<file path="config.mk">
export PLATFORM = sky130hd
export DESIGN_NAME = tiny_riscv_run_ctrl_flat
export DESIGN_NICKNAME = d
export VERILOG_FILES = /design/src/rtl/tiny_riscv_run_ctrl_if.sv /design/src/rtl/tiny_riscv_run_ctrl.sv /design/src/flat_wrapper.sv
export SDC_FILE = /design/constraint.sdc
export NUM_CORES = 1
export LEC_CHECK = 0
export CORE_MARGIN = 2
export CORE_UTILIZATION = 35
export CTS_CLUSTER_SIZE = 14
export DETAILED_ROUTE_END_ITERATION = 7
export HOLD_SLACK_MARGIN = 0.1
export SLEW_MARGIN = 40
export SYNTH_ARGS = -nofsm -noshare
export SYNTH_HDL_FRONTEND = slang
export SYNTH_SLANG_ARGS = --single-unit
</file>
<file path="constraint.sdc">
create_clock -name clk -period 5 [get_ports clk]
set_input_delay 1.25 -clock clk [delete_from_list [all_inputs] [get_ports clk]]
set_output_delay 1.25 -clock clk [all_outputs]
set_load 0.01 [all_outputs]
</file>
<file path="src/rtl/tiny_riscv_run_ctrl_if.sv">
// Host command port of the tiny RISC-V run controller: valid/ready handshake
// carrying an opcode plus LOAD address/data.
interface tiny_riscv_run_ctrl_if #(
  parameter int unsigned AddrWidth = 4,
  parameter int unsigned DataWidth = 8
);
  logic                 cmd_valid;
  logic                 cmd_ready;
  logic [1:0]           cmd_op;
  logic [AddrWidth-1:0] cmd_addr;
  logic [DataWidth-1:0] cmd_data;

  modport master (
    output cmd_valid,
    output cmd_op,
    output cmd_addr,
    output cmd_data,
    input  cmd_ready
  );

  modport slave (
    input  cmd_valid,
    input  cmd_op,
    input  cmd_addr,
    input  cmd_data,
    output cmd_ready
  );
endinterface

</file>
<file path="src/rtl/tiny_riscv_run_ctrl.sv">
// Run controller for the 8-bit tiny RISC-V core: loads instruction memory,
// sequences core reset and gates the core clock enable for RUN/STEP with a watchdog.
module tiny_riscv_run_ctrl #(
  parameter int unsigned AddrWidth = 4,
  parameter int unsigned DataWidth = 8,
  parameter int unsigned WdLimit   = 200
) (
  input  logic                 clk,
  input  logic                 rst_n,
  tiny_riscv_run_ctrl_if.slave cmd_if,
  output logic                 imem_we_o,
  output logic [AddrWidth-1:0] imem_waddr_o,
  output logic [DataWidth-1:0] imem_wdata_o,
  output logic                 core_rst_n_o,
  output logic                 core_en_o,
  input  logic                 core_halted_i,
  input  logic                 core_instr_done_i,
  output logic                 busy_o,
  output logic                 done_o,
  output logic                 timeout_o,
  output logic                 cmd_err_o,
  output logic [7:0]           cycle_cnt_o,
  output logic [2:0]           state_dbg_o
);

  typedef enum logic [2:0] {
    StIdle  = 3'd0,
    StLoadw = 3'd1,
    StCrst  = 3'd2,
    StRun   = 3'd3,
    StStep  = 3'd4,
    StDone  = 3'd5
  } state_e;

  localparam logic [1:0] OpLoad  = 2'b00;
  localparam logic [1:0] OpRun   = 2'b01;
  localparam logic [1:0] OpStep  = 2'b10;
  localparam logic [1:0] OpAbort = 2'b11;
  localparam logic [7:0] WdLimitB = 8'(WdLimit);

  state_e               state_q, state_d;
  logic                 imem_we_q, imem_we_d;
  logic [AddrWidth-1:0] waddr_q, waddr_d;
  logic [DataWidth-1:0] wdata_q, wdata_d;
  logic                 core_rst_n_q, core_rst_n_d;
  logic                 core_en_q, core_en_d;
  logic                 done_q, done_d;
  logic                 timeout_q, timeout_d;
  logic                 cmd_err_q, cmd_err_d;
  logic [7:0]           cycle_cnt_q, cycle_cnt_d;
  logic                 core_live_q, core_live_d;
  logic [1:0]           crst_cnt_q, crst_cnt_d;
  logic                 pend_step_q, pend_step_d;
  logic                 halted_q, instr_done_q;

  logic                 cmd_ready;
  logic                 accept;
  logic                 is_abort;
  logic [7:0]           cnt_inc;

  assign cmd_ready = (state_q == StIdle) || (state_q == StRun) || (state_q == StStep);
  assign accept    = cmd_if.cmd_valid & cmd_ready;
  assign is_abort  = (cmd_if.cmd_op == OpAbort);
  assign cnt_inc   = (cycle_cnt_q == 8'hff) ? 8'hff : cycle_cnt_q + 8'd1;

  always_comb begin
    state_d      = state_q;
    imem_we_d    = 1'b0;
    waddr_d      = waddr_q;
    wdata_d      = wdata_q;
    core_rst_n_d = core_rst_n_q;
    timeout_d    = timeout_q;
    cmd_err_d    = cmd_err_q;
    cycle_cnt_d  = cycle_cnt_q;
    core_live_d  = core_live_q;
    crst_cnt_d   = crst_cnt_q;
    pend_step_d  = pend_step_q;

    unique case (state_q)
      StIdle: begin
        if (accept) begin
          unique case (cmd_if.cmd_op)
            OpLoad: begin
              waddr_d      = cmd_if.cmd_addr;
              wdata_d      = cmd_if.cmd_data;
              imem_we_d    = 1'b1;
              core_rst_n_d = 1'b0;
              core_live_d  = 1'b0;
              state_d      = StLoadw;
            end
            OpRun: begin
              pend_step_d = 1'b0;
              cycle_cnt_d = 8'd0;
              timeout_d   = 1'b0;
              cmd_err_d   = 1'b0;
              state_d     = StCrst;
            end
            OpStep: begin
              pend_step_d = 1'b1;
              if (!core_live_q)  state_d = StCrst;
              else if (halted_q) state_d = StDone;
              else               state_d = StStep;
            end
            OpAbort: ;
          endcase
        end
      end
      StLoadw: state_d = StIdle;
      StCrst: begin
        if (crst_cnt_q == 2'd1) begin
          core_rst_n_d = 1'b1;
          core_live_d  = 1'b1;
          state_d      = pend_step_q ? StStep : StRun;
        end else begin
          crst_cnt_d = crst_cnt_q + 2'd1;
        end
      end
      StRun: begin
        cycle_cnt_d = cnt_inc;
        // Watchdog counts the current enabled cycle, so exactly WdLimit cycles reach the core.
        if (accept && is_abort) begin
          state_d = StDone;
        end else if (halted_q) begin
          state_d = StDone;
        end else if (cnt_inc == WdLimitB) begin
          timeout_d = 1'b1;
          state_d   = StDone;
        end
      end
      StStep: begin
        if ((accept && is_abort) || halted_q || instr_done_q) state_d = StDone;
      end
      StDone:  state_d = StIdle;
      default: state_d = StIdle;
    endcase

    if (accept && !is_abort && (state_q == StRun || state_q == StStep)) cmd_err_d = 1'b1;

    if (state_d == StCrst && state_q != StCrst) begin
      core_rst_n_d = 1'b0;
      crst_cnt_d   = 2'd0;
    end

    core_en_d = (state_d == StRun) || (state_d == StStep);
    done_d    = (state_d == StDone);
  end

  always_ff @(posedge clk or negedge rst_n) begin
    if (!rst_n) begin
      state_q      <= StIdle;
      imem_we_q    <= 1'b0;
      waddr_q      <= '0;
      wdata_q      <= '0;
      core_rst_n_q <= 1'b0;
      core_en_q    <= 1'b0;
      done_q       <= 1'b0;
      timeout_q    <= 1'b0;
      cmd_err_q    <= 1'b0;
      cycle_cnt_q  <= 8'd0;
      core_live_q  <= 1'b0;
      crst_cnt_q   <= 2'd0;
      pend_step_q  <= 1'b0;
      halted_q     <= 1'b0;
      instr_done_q <= 1'b0;
    end else begin
      state_q      <= state_d;
      imem_we_q    <= imem_we_d;
      waddr_q      <= waddr_d;
      wdata_q      <= wdata_d;
      core_rst_n_q <= core_rst_n_d;
      core_en_q    <= core_en_d;
      done_q       <= done_d;
      timeout_q    <= timeout_d;
      cmd_err_q    <= cmd_err_d;
      cycle_cnt_q  <= cycle_cnt_d;
      core_live_q  <= core_live_d;
      crst_cnt_q   <= crst_cnt_d;
      pend_step_q  <= pend_step_d;
      // Core status is meaningless while it is held in reset or not clocked.
      halted_q     <= core_halted_i & core_rst_n_q;
      instr_done_q <= core_instr_done_i & core_en_q;
    end
  end

  assign cmd_if.cmd_ready = cmd_ready;
  assign imem_we_o        = imem_we_q;
  assign imem_waddr_o     = waddr_q;
  assign imem_wdata_o     = wdata_q;
  assign core_rst_n_o     = core_rst_n_q;
  assign core_en_o        = core_en_q;
  assign busy_o           = (state_q != StIdle);
  assign done_o           = done_q;
  assign timeout_o        = timeout_q;
  assign cmd_err_o        = cmd_err_q;
  assign cycle_cnt_o      = cycle_cnt_q;
  assign state_dbg_o      = state_q;

endmodule

</file>
<file path="src/flat_wrapper.sv">
// flat-port wrapper written by rule: the top's interface ports become plain ports
module tiny_riscv_run_ctrl_flat 
#(
  parameter int unsigned AddrWidth = 4,
  parameter int unsigned DataWidth = 8,
  parameter int unsigned WdLimit   = 200
)
  (clk, rst_n, imem_we_o, imem_waddr_o, imem_wdata_o, core_rst_n_o, core_en_o, core_halted_i, core_instr_done_i, busy_o, done_o, timeout_o, cmd_err_o, cycle_cnt_o, state_dbg_o, cmd_if_cmd_valid, cmd_if_cmd_op, cmd_if_cmd_addr, cmd_if_cmd_data, cmd_if_cmd_ready);
  tiny_riscv_run_ctrl_if #(.AddrWidth(AddrWidth), .DataWidth(DataWidth)) cmd_if_i ();
  input  logic clk;
  input  logic rst_n;
  output logic imem_we_o;
  output logic [AddrWidth-1:0] imem_waddr_o;
  output logic [DataWidth-1:0] imem_wdata_o;
  output logic core_rst_n_o;
  output logic core_en_o;
  input  logic core_halted_i;
  input  logic core_instr_done_i;
  output logic busy_o;
  output logic done_o;
  output logic timeout_o;
  output logic cmd_err_o;
  output logic [7:0] cycle_cnt_o;
  output logic [2:0] state_dbg_o;
  input wire logic [$bits(cmd_if_i.cmd_valid)-1:0] cmd_if_cmd_valid;
  input wire logic [$bits(cmd_if_i.cmd_op)-1:0] cmd_if_cmd_op;
  input wire logic [$bits(cmd_if_i.cmd_addr)-1:0] cmd_if_cmd_addr;
  input wire logic [$bits(cmd_if_i.cmd_data)-1:0] cmd_if_cmd_data;
  output wire logic [$bits(cmd_if_i.cmd_ready)-1:0] cmd_if_cmd_ready;
  assign cmd_if_i.cmd_valid = cmd_if_cmd_valid;
  assign cmd_if_i.cmd_op = cmd_if_cmd_op;
  assign cmd_if_i.cmd_addr = cmd_if_cmd_addr;
  assign cmd_if_i.cmd_data = cmd_if_cmd_data;
  assign cmd_if_cmd_ready = cmd_if_i.cmd_ready;
  tiny_riscv_run_ctrl #(.AddrWidth(AddrWidth), .DataWidth(DataWidth), .WdLimit(WdLimit)) u_core (.clk(clk), .rst_n(rst_n), .cmd_if(cmd_if_i), .imem_we_o(imem_we_o), .imem_waddr_o(imem_waddr_o), .imem_wdata_o(imem_wdata_o), .core_rst_n_o(core_rst_n_o), .core_en_o(core_en_o), .core_halted_i(core_halted_i), .core_instr_done_i(core_instr_done_i), .busy_o(busy_o), .done_o(done_o), .timeout_o(timeout_o), .cmd_err_o(cmd_err_o), .cycle_cnt_o(cycle_cnt_o), .state_dbg_o(state_dbg_o));
endmodule
</file>
==> qor.yml, run 1 <==
route:
  routed_via_density: 4.99
  drc: 0
  routedWlPerCell_um: 13.0
  drt_wl_total_um: 4250
  dr.first_iter.drc_count: 45
  num_vias: 1626
  firstDrtPassIters: 4
  antenna_left: 0
clock_tree:
  postCtsHoldBufs: 0
  htree_levels: 2
  numCtsBuffers: 5
  cts_resized: 0
  root_buffer: "clkbuf_8"
  clkTransAtPathRegs_ns: 0.07
  cts_sinks: 35
  cts_setup_buffers: 0
  cts_tree: "yes"
  clock_latency_ns: 0.29
  cts_buffer_depth: 2
synth:
  synth_most_common_cell: "nand2_1"
  syn_inst: 205
  synthTopCellsByCount: "nand2_1, dfrtp_1, a21oi_1, nor2_1, o21ai_0"
  synth_area_per_cell_um2: 8.83
  synth_top_area_share_pct: 48.4
  syn-num-nets: 230
  yosysTopAreaCell: "dfrtp_1"
  synth.cell_area_um2: 1810
  ys_ff_latch: 35
  synth_edf_count: 0
  ys.flop_type: "dfrtp_1"
  synthDistinctLibCells: 41
  yosys_warnings: 0
  synthTopCellsByArea: "dfrtp_1, nand2_1, ha_1"
  synth_seq_area_share_pct: 48.4
  async_flop_share_pct: 100
finish:
  antenna_cells: 0
  final_nets: 280
  layout.cells.non_filler: 326
  syn_to_final_growth_pct: 36.2
  fillers: 491
  fin_util_pct: 48.9
  regArea_um2: 876
  multi_input_area_um2: 855
  final_layout_size_suffix_gt1_share_pct: 5.86
place:
  routabilityCongestion: 0.814
  dp.cells: 318
  dp_hpwl_um: 2990
  port_buffers: 49
sta:
  final-hold-violation-count: 0
  worst_slew_pin_slew_ns: 0.668
  max_slew_margin_pct: 55.5
  rsz0062_at_grt: "no"
  tns_ns: 0
  worst_clock_skew_ns: 0.00343
  finalCritPeriodShare_pct: 68.2
  period_needed_ns: 3.41
  fmax_mhz: 293
  drv_slew: 0
  setup_violations: 0
pwr:
  p_total_mw: 1.27
  leakagePower_nw: 1.16
  power_density_nw_per_um2: 515
  peakVddDrop_mv: 0.261
setup_path:
  r2r_cells: 6
  cp-end-kind: "output port"
  criticalPathCategory: "reg2out"
  timing.rr.start: "u_core.cycle_cnt_o[1]"
  cp.arrival_ns: 2.16
  r2r-end: "u_core.core_en_o"
  required_ns: 3.75
  rrSetupSlack_ns: 2.77
  start_kind: "flop"
  crit_fanout: 14
grt:
  grt_antenna_before_repair: 0
  gr-total-overflow: 0
  grt_max_degree: 36
  grt_pass1_vias: 1521
  grt_usage_pct: 16.7
  grt_pass1_wl_um: 7200
floorplan:
  initial_core_util_pct: 35.9
  pin_count: 50
  chipHeight_um: 75.9
  core_um2: 5040
  rows: 26
  die_w_um: 75.9
  die_area_um2: 5760
min_path:
  min_path_type: "reg2reg"
  holdPathStages: 2
  hold_end: "u_core.imem_wdata_o[6]"
  hp-start: "u_core.imem_wdata_o[6]"
outcome:
  status: "finished clean"
job:
  max_cap_violations: 0
## sequential cells by signal, summed over array words and instances (netlist names), 2 cells and up
register and count:
u_core.imem_wdata_o 8, u_core.crst_cnt_q 2, u_core.cycle_cnt_o 8, u_core.state_dbg_o 3
u_core.imem_waddr_o 4
## per-stage QoR
stage / hold slack, ns / worst slack, ns / cell area, µm²
after global placement: 0.457 / 1.85 / 2360
after CTS: 0.478 / 1.57 / 2460
after global routing: 0.492 / 1.44 / 2460
after detailed placement: 0.461 / 1.80 / 2360
after floorplan: 0.494 / 2.45 / 1810
final: 0.473 / 1.59 / 2460
## placed cells by master, fill, tap and decap left out, drive strengths merged, types with 2 or more instances in the layout
cell type      synthesis  layout
a221oi                 2       2
a21o                   5       5
nor2b                  4       4
o21a                   2       2
nand4                  2       2
dfrtp                 35      35
nand3                  8       8
nor3                   3       3
a211o                  2       2
o21ai                 14      14
clkbuf                 6       8
buf                    2       2
ha                     6       6
and2                   4       4
and3                   4       4
o22ai                  2       2
nor2                  14      14
a21oi                 14      14
clkdlybuf4s50          0      49
nand2b                 2       2
inv                   10      10
nand2                 49      49
a31oi                  2       2
## worst max-delay path by stage
stage / to / start / cells past startpoint / slack [ns]
2_1_floorplan: u_core.core_en_o / cmd_if_cmd_op[0] / 7 / 2.45
3_3_place_gp: u_core.core_rst_n_o / cmd_if_cmd_op[0] / 6 / 1.85
3_5_place_dp: u_core.core_rst_n_o / cmd_if_cmd_op[0] / 6 / 1.80
4_1_cts: cmd_if_cmd_ready / u_core.state_dbg_o[1] / 4 / 1.57
5_1_grt: cmd_if_cmd_ready / u_core.state_dbg_o[1] / 4 / 1.44
6_report: cmd_if_cmd_ready / u_core.state_dbg_o[1] / 4 / 1.59
## cells by family (layout without fill, tap and decap cells)
kind of cell	count (synthesis)	after routing	synth area share, %
buffers and inverters	19	70	4.36
AO/OA/AOI/OAI	49	49	17.8
adder cells (fa/ha/maj)	6	6	4.15
flip-flops	35	35	48.4
multiplexers	1	1	0.622
AND/OR/NAND/NOR	95	95	24.6
## worst max-delay path, stage by stage, from the launching register on
cell and delay [ns]:
dfrtp_1 0.46, nor2b_2 0.30, nand2_1 0.35, o21ai_0 0.20, clkdlybuf4s50_1 0.56
## where the power goes
part	switching (mW)	internal, mW
clock network	0.104	0.126
logic	0.267	0.296
registers	0.0954	0.382
total	0.466	0.804
## metal layers
| metal | global-route usage (%) | up-vias | wire, µm |
|---|---|---|---|
| met3 | 5.95 | 8 | 324 |
| met1 | 21.5 | 758 | 1940 |
| met5 | 0 | - | 0 |
| met2 | 25.9 | 53 | 1900 |
| met4 | 6.43 | 0 | 79 |
| li1 | - | 807 | - |
## area by class of cell
cell class	instances	share of cell area [%]
Clock buffer	8	4.06
Inverter	11	1.68
Sequential cell	35	35.5
Timing Repair Buffer	51	20.5
Multi-Input combinational cell	151	34.7
Tap cell	70	3.55
Power figures use the tool's default switching activity.
==> run 2, diff against run 1 <==
clock period = 2.8 ns   (was 5 ns; I/O delays follow)
==> qor.yml, run 2 (same netlist as run 1, synthesis figures left out) <==
route:
  drt_wl_total_um: 4200
  firstDrtPassIters: 4
  antenna_left: 0
  routedWlPerCell_um: 12.9
  routed_via_density: 5.00
  drc: 0
  dr.first_iter.drc_count: 91
  num_vias: 1630
setup_path:
  criticalPathCategory: "reg2out"
  timing.rr.start: "u_core.cycle_cnt_o[1]"
  cp-end-kind: "output port"
  r2r-end: "u_core.core_en_o"
  required_ns: 2.10
  cp-endpoint: "cmd_if_cmd_ready"
  r2r_cells: 6
  crit_fanout: 6
  rrSetupSlack_ns: 0.60
  cp.arrival_ns: 1.86
  start_kind: "flop"
  startpoint: "u_core.state_dbg_o[1]"
sta:
  rsz0062_at_grt: "no"
  final-hold-violation-count: 0
  finalCritPeriodShare_pct: 91.4
  max_slew_margin_pct: 54.0
  worst_slew_pin_slew_ns: 0.690
  drv_slew: 0
  tns_ns: 0
  period_needed_ns: 2.56
  fin_ws_ns: 0.240
  fin_hold_ws_ns: 0.471
  fmax_mhz: 391
  worst_clock_skew_ns: 0.00320
  setup_violations: 0
clock_tree:
  cts_buffer_depth: 2
  htree_levels: 2
  cts_sinks: 35
  numCtsBuffers: 5
  cts_tree: "yes"
  root_buffer: "clkbuf_8"
  postCtsHoldBufs: 0
  cts_resized: 0
  cts_setup_buffers: 0
  clock_latency_ns: 0.28
  clkTransAtPathRegs_ns: 0.06
finish:
  regArea_um2: 876
  layout.cells.non_filler: 326
  final_layout_size_suffix_gt1_share_pct: 5.86
  syn_to_final_growth_pct: 35.5
  fillers: 495
  antenna_cells: 0
  multi_input_area_um2: 855
  layout.cells.most_common_list: "nand2_1, clkdlybuf4s50_1, dfrtp_1"
  final_nets: 282
min_path:
  min_path_type: "reg2reg"
  holdPathStages: 2
grt:
  grt_pass1_wl_um: 7060
  gr-total-overflow: 0
  grt_max_degree: 36
  grt_usage_pct: 16.4
  grt_pass1_vias: 1441
  grt_antenna_before_repair: 0
floorplan:
  core_um2: 5040
  die_w_um: 75.9
  pin_count: 50
  initial_core_util_pct: 35.9
  rows: 26
  die_area_um2: 5760
  chipHeight_um: 75.9
job:
  max_cap_violations: 0
place:
  port_buffers: 49
  dp_hpwl_um: 3000
  dp.cells: 320
  pre_cts_ws_ns: 0.200
  routabilityCongestion: 0.814
pwr:
  peakVddDrop_mv: 0.403
  p_total_mw: 2.20
  power_density_nw_per_um2: 896
  leakagePower_nw: 1.15
outcome:
  status: "finished clean"
run 2: routing by layer:
layer	routed length, µm	part of all wire [%]	GRT usage [%]	up-vias
li1	-	-	-	806
met1	1990	47	22.7	762
met2	1830	43	24.2	56
met3	327	7.8	5.82	6
met4	53	1.3	4.68	0
met5	0	0	0	-
run 2: final cells by class:
class,count,area share (%)
Sequential cell,35,35.7
Multi-Input combinational cell,151,34.8
Timing Repair Buffer,53,21.2
Tap cell,70,3.57
Clock buffer,6,2.96
Inverter,11,1.68
run 2: worst min-delay path by stage:
stage,endpoint,from
floorplan,u_core.cmd_err_o,rst_n
global placement,u_core.imem_wdata_o[1],u_core.imem_wdata_o[1]
detailed placement,u_core.imem_waddr_o[2],u_core.imem_waddr_o[2]
CTS,u_core.imem_waddr_o[2],u_core.imem_waddr_o[2]
global route,u_core.imem_wdata_o[2],u_core.imem_wdata_o[2]
finish,u_core.imem_waddr_o[2],u_core.imem_waddr_o[2]
run 2: power by group:
part	internal, mW	leakage (nW)	switching (mW)
Clock	0.166	0.0371	0.160
Combinational	0.539	0.660	0.481
Sequential	0.683	0.457	0.169
Total	1.39	1.15	0.809
run 2: metrics by stage:
step	area (µm²)	utilization, %
floorplan	1810	-
global placement	2380	47.2
detailed placement	2380	47.2
CTS	2450	48.6
global route	2450	48.6
finish	2450	48.6
run 2: critical path, cell delays in order, from the launching register on:
cell	delay, ns
dfrtp_1	0.47
nor2b_2	0.35
nand2_1	0.11
o21ai_0	0.09
clkdlybuf4s50_1	0.56
==> run 3, diff against run 2 <==
CELL_PAD_IN_SITES_DETAIL_PLACEMENT = 1   (was not set)
CELL_PAD_IN_SITES_GLOBAL_PLACEMENT = 1   (was not set)
CORE_MARGIN = not set   (was 2)
CORE_UTILIZATION = 32   (was 35)
PLACE_DENSITY_LB_ADDON = 0.1   (was not set)
==> qor.yml, run 3 (same netlist as run 1, synthesis figures left out) <==
clock_tree:
  postCtsHoldBufs: 0
  htree_levels: 2
  cts_resized: 0
  cts_setup_buffers: 0
  clkTransAtPathRegs_ns: 0.07
  clock_latency_ns: 0.28
  cts_sinks: 35
  root_buffer: "clkbuf_8"
  numCtsBuffers: 5
  cts_buffer_depth: 2
  cts_tree: "yes"
grt:
  gr-total-overflow: 0
  grt_busiest_layer: "met2"
  grt_use_met1_pct: 23.1
  met3_usage_pct: 4.29
  grt_usage_pct: 17.4
  grt_max_degree: 24
  grt_pass1_vias: 1671
  grt_pass1_wl_um: 8180
  grt_antenna_before_repair: 0
  gr-usage-met2_pct: 28.8
finish:
  regArea_um2: 876
  final_common_cell: "nand2_1"
  multi_input_area_um2: 855
  final_layout_size_suffix_gt1_share_pct: 7.34
  fillers: 659
  syn_to_final_growth_pct: 38.5
  layout.cells.most_common_list: "nand2_1, clkdlybuf4s50_1, dfrtp_1"
  antenna_cells: 0
  final_nets: 283
sta:
  max_slew_margin_pct: 53.5
  finalCritPeriodShare_pct: 89.5
  rsz0062_at_grt: "no"
  fmax_mhz: 399
  final-hold-violation-count: 0
  period_needed_ns: 2.51
  setup_violations: 0
  worst_clock_skew_ns: 0.00682
  tns_ns: 0
  worst_slew_pin_slew_ns: 0.698
  drv_slew: 0
  fin_hold_ws_ns: 0.318
pwr:
  leakagePower_nw: 1.18
  p_total_mw: 2.31
  power_density_nw_per_um2: 922
  peakVddDrop_mv: 0.357
floorplan:
  rows: 27
  initial_core_util_pct: 33.1
  die_w_um: 77.2
  core_um2: 5470
  chipHeight_um: 77.2
  pin_count: 50
  die_area_um2: 5960
setup_path:
  required_ns: 2.10
  slowest_delay_ns: 0.55
  timing.rr.start: "u_core.cycle_cnt_o[1]"
  cp-end-kind: "output port"
  r2r_cells: 6
  crit_fanout: 6
  r2r-end: "u_core.core_en_o"
  rrSetupSlack_ns: 0.56
  cpMaxStageDelayCell: "clkdlybuf4s50_1"
  criticalPathCategory: "reg2out"
  start_kind: "flop"
  cp.arrival_ns: 1.81
  path_cells: "nor2b_2, nand2_1, o21ai_0, clkdlybuf4s50_1"
route:
  routedWlPerCell_um: 14.2
  drc: 0
  antenna_left: 0
  drt_wl_total_um: 4690
  num_vias: 1604
  firstDrtPassIters: 4
  routed_via_density: 4.85
  dr.first_iter.drc_count: 71
job:
  max_cap_violations: 0
place:
  routabilityCongestion: 0.762
  dp_hpwl_um: 3490
  port_buffers: 49
outcome:
  status: "finished clean"
min_path:
  min_path_type: "in2async"
==> run 3: changes by cell type in the layout (fill, tap and decap cells not counted) <==
cell	previous run	this run
clkbuf_8	5	7
buf_16	0	1
clkdlybuf4s50_1	49	48
buf_2	0	1
==> run 3: worst max-delay path, delay by kind of cell, from the launching register on <==
kind                   cells  cell delay, ns
DFF                        1            0.46
and+or+nand+nor            2            0.42
AOI/OAI and AO/OA          1            0.09
buffers and inverters      1            0.55
==> run 3: area by class of cell <==
| type | instances | share of cell area (%) |
|---|---|---|
| sequential | 35 | 35.0 |
| multi-input combinational | 151 | 34.1 |
| timing repair buffer | 54 | 21.7 |
| clock buffer | 8 | 4.00 |
| tap | 72 | 3.60 |
| inverter | 11 | 1.65 |
==> run 3: how the worst max path moves through the flow <==
| stage | from | endpoint | slack [ns] | cells past startpoint |
|---|---|---|---|---|
| finish | u_core.state_dbg_o[1] | cmd_if_cmd_ready | 0.29 | 4 |
| global route | u_core.state_dbg_o[1] | cmd_if_cmd_ready | 0.15 | 4 |
| CTS | u_core.state_dbg_o[1] | cmd_if_cmd_ready | 0.25 | 4 |
| detailed placement | cmd_if_cmd_op[0] | u_core.core_rst_n_o | 0.16 | 7 |
| global placement | cmd_if_cmd_op[0] | u_core.core_rst_n_o | 0.22 | 7 |
| floorplan | cmd_if_cmd_op[0] | u_core.core_en_o | 0.80 | 7 |
==> run 3: metrics by stage <==
step	util [%]	instance area (µm²)	setup WS, ns	instances
after floorplan	-	1810	0.800	205
after global placement	43.4	2380	0.220	322
after detailed placement	43.9	2400	0.161	323
after CTS	45.8	2500	0.252	331
after global routing	45.8	2500	0.146	331
final	45.8	2500	0.295	331
==> run 3: routing by layer <==
metal	part of all wire (%)	up-vias
met3	3.4	2
met5	0	-
met2	48	28
li1	-	802
met4	0.28	0
met1	48	772
==> run 3: power breakdown <==
group          total (mW)  internal [mW]  switching [mW]
registers           0.839          0.682           0.157
clock network       0.401          0.225           0.176
logic                1.07          0.552           0.517
total                2.31           1.46           0.851
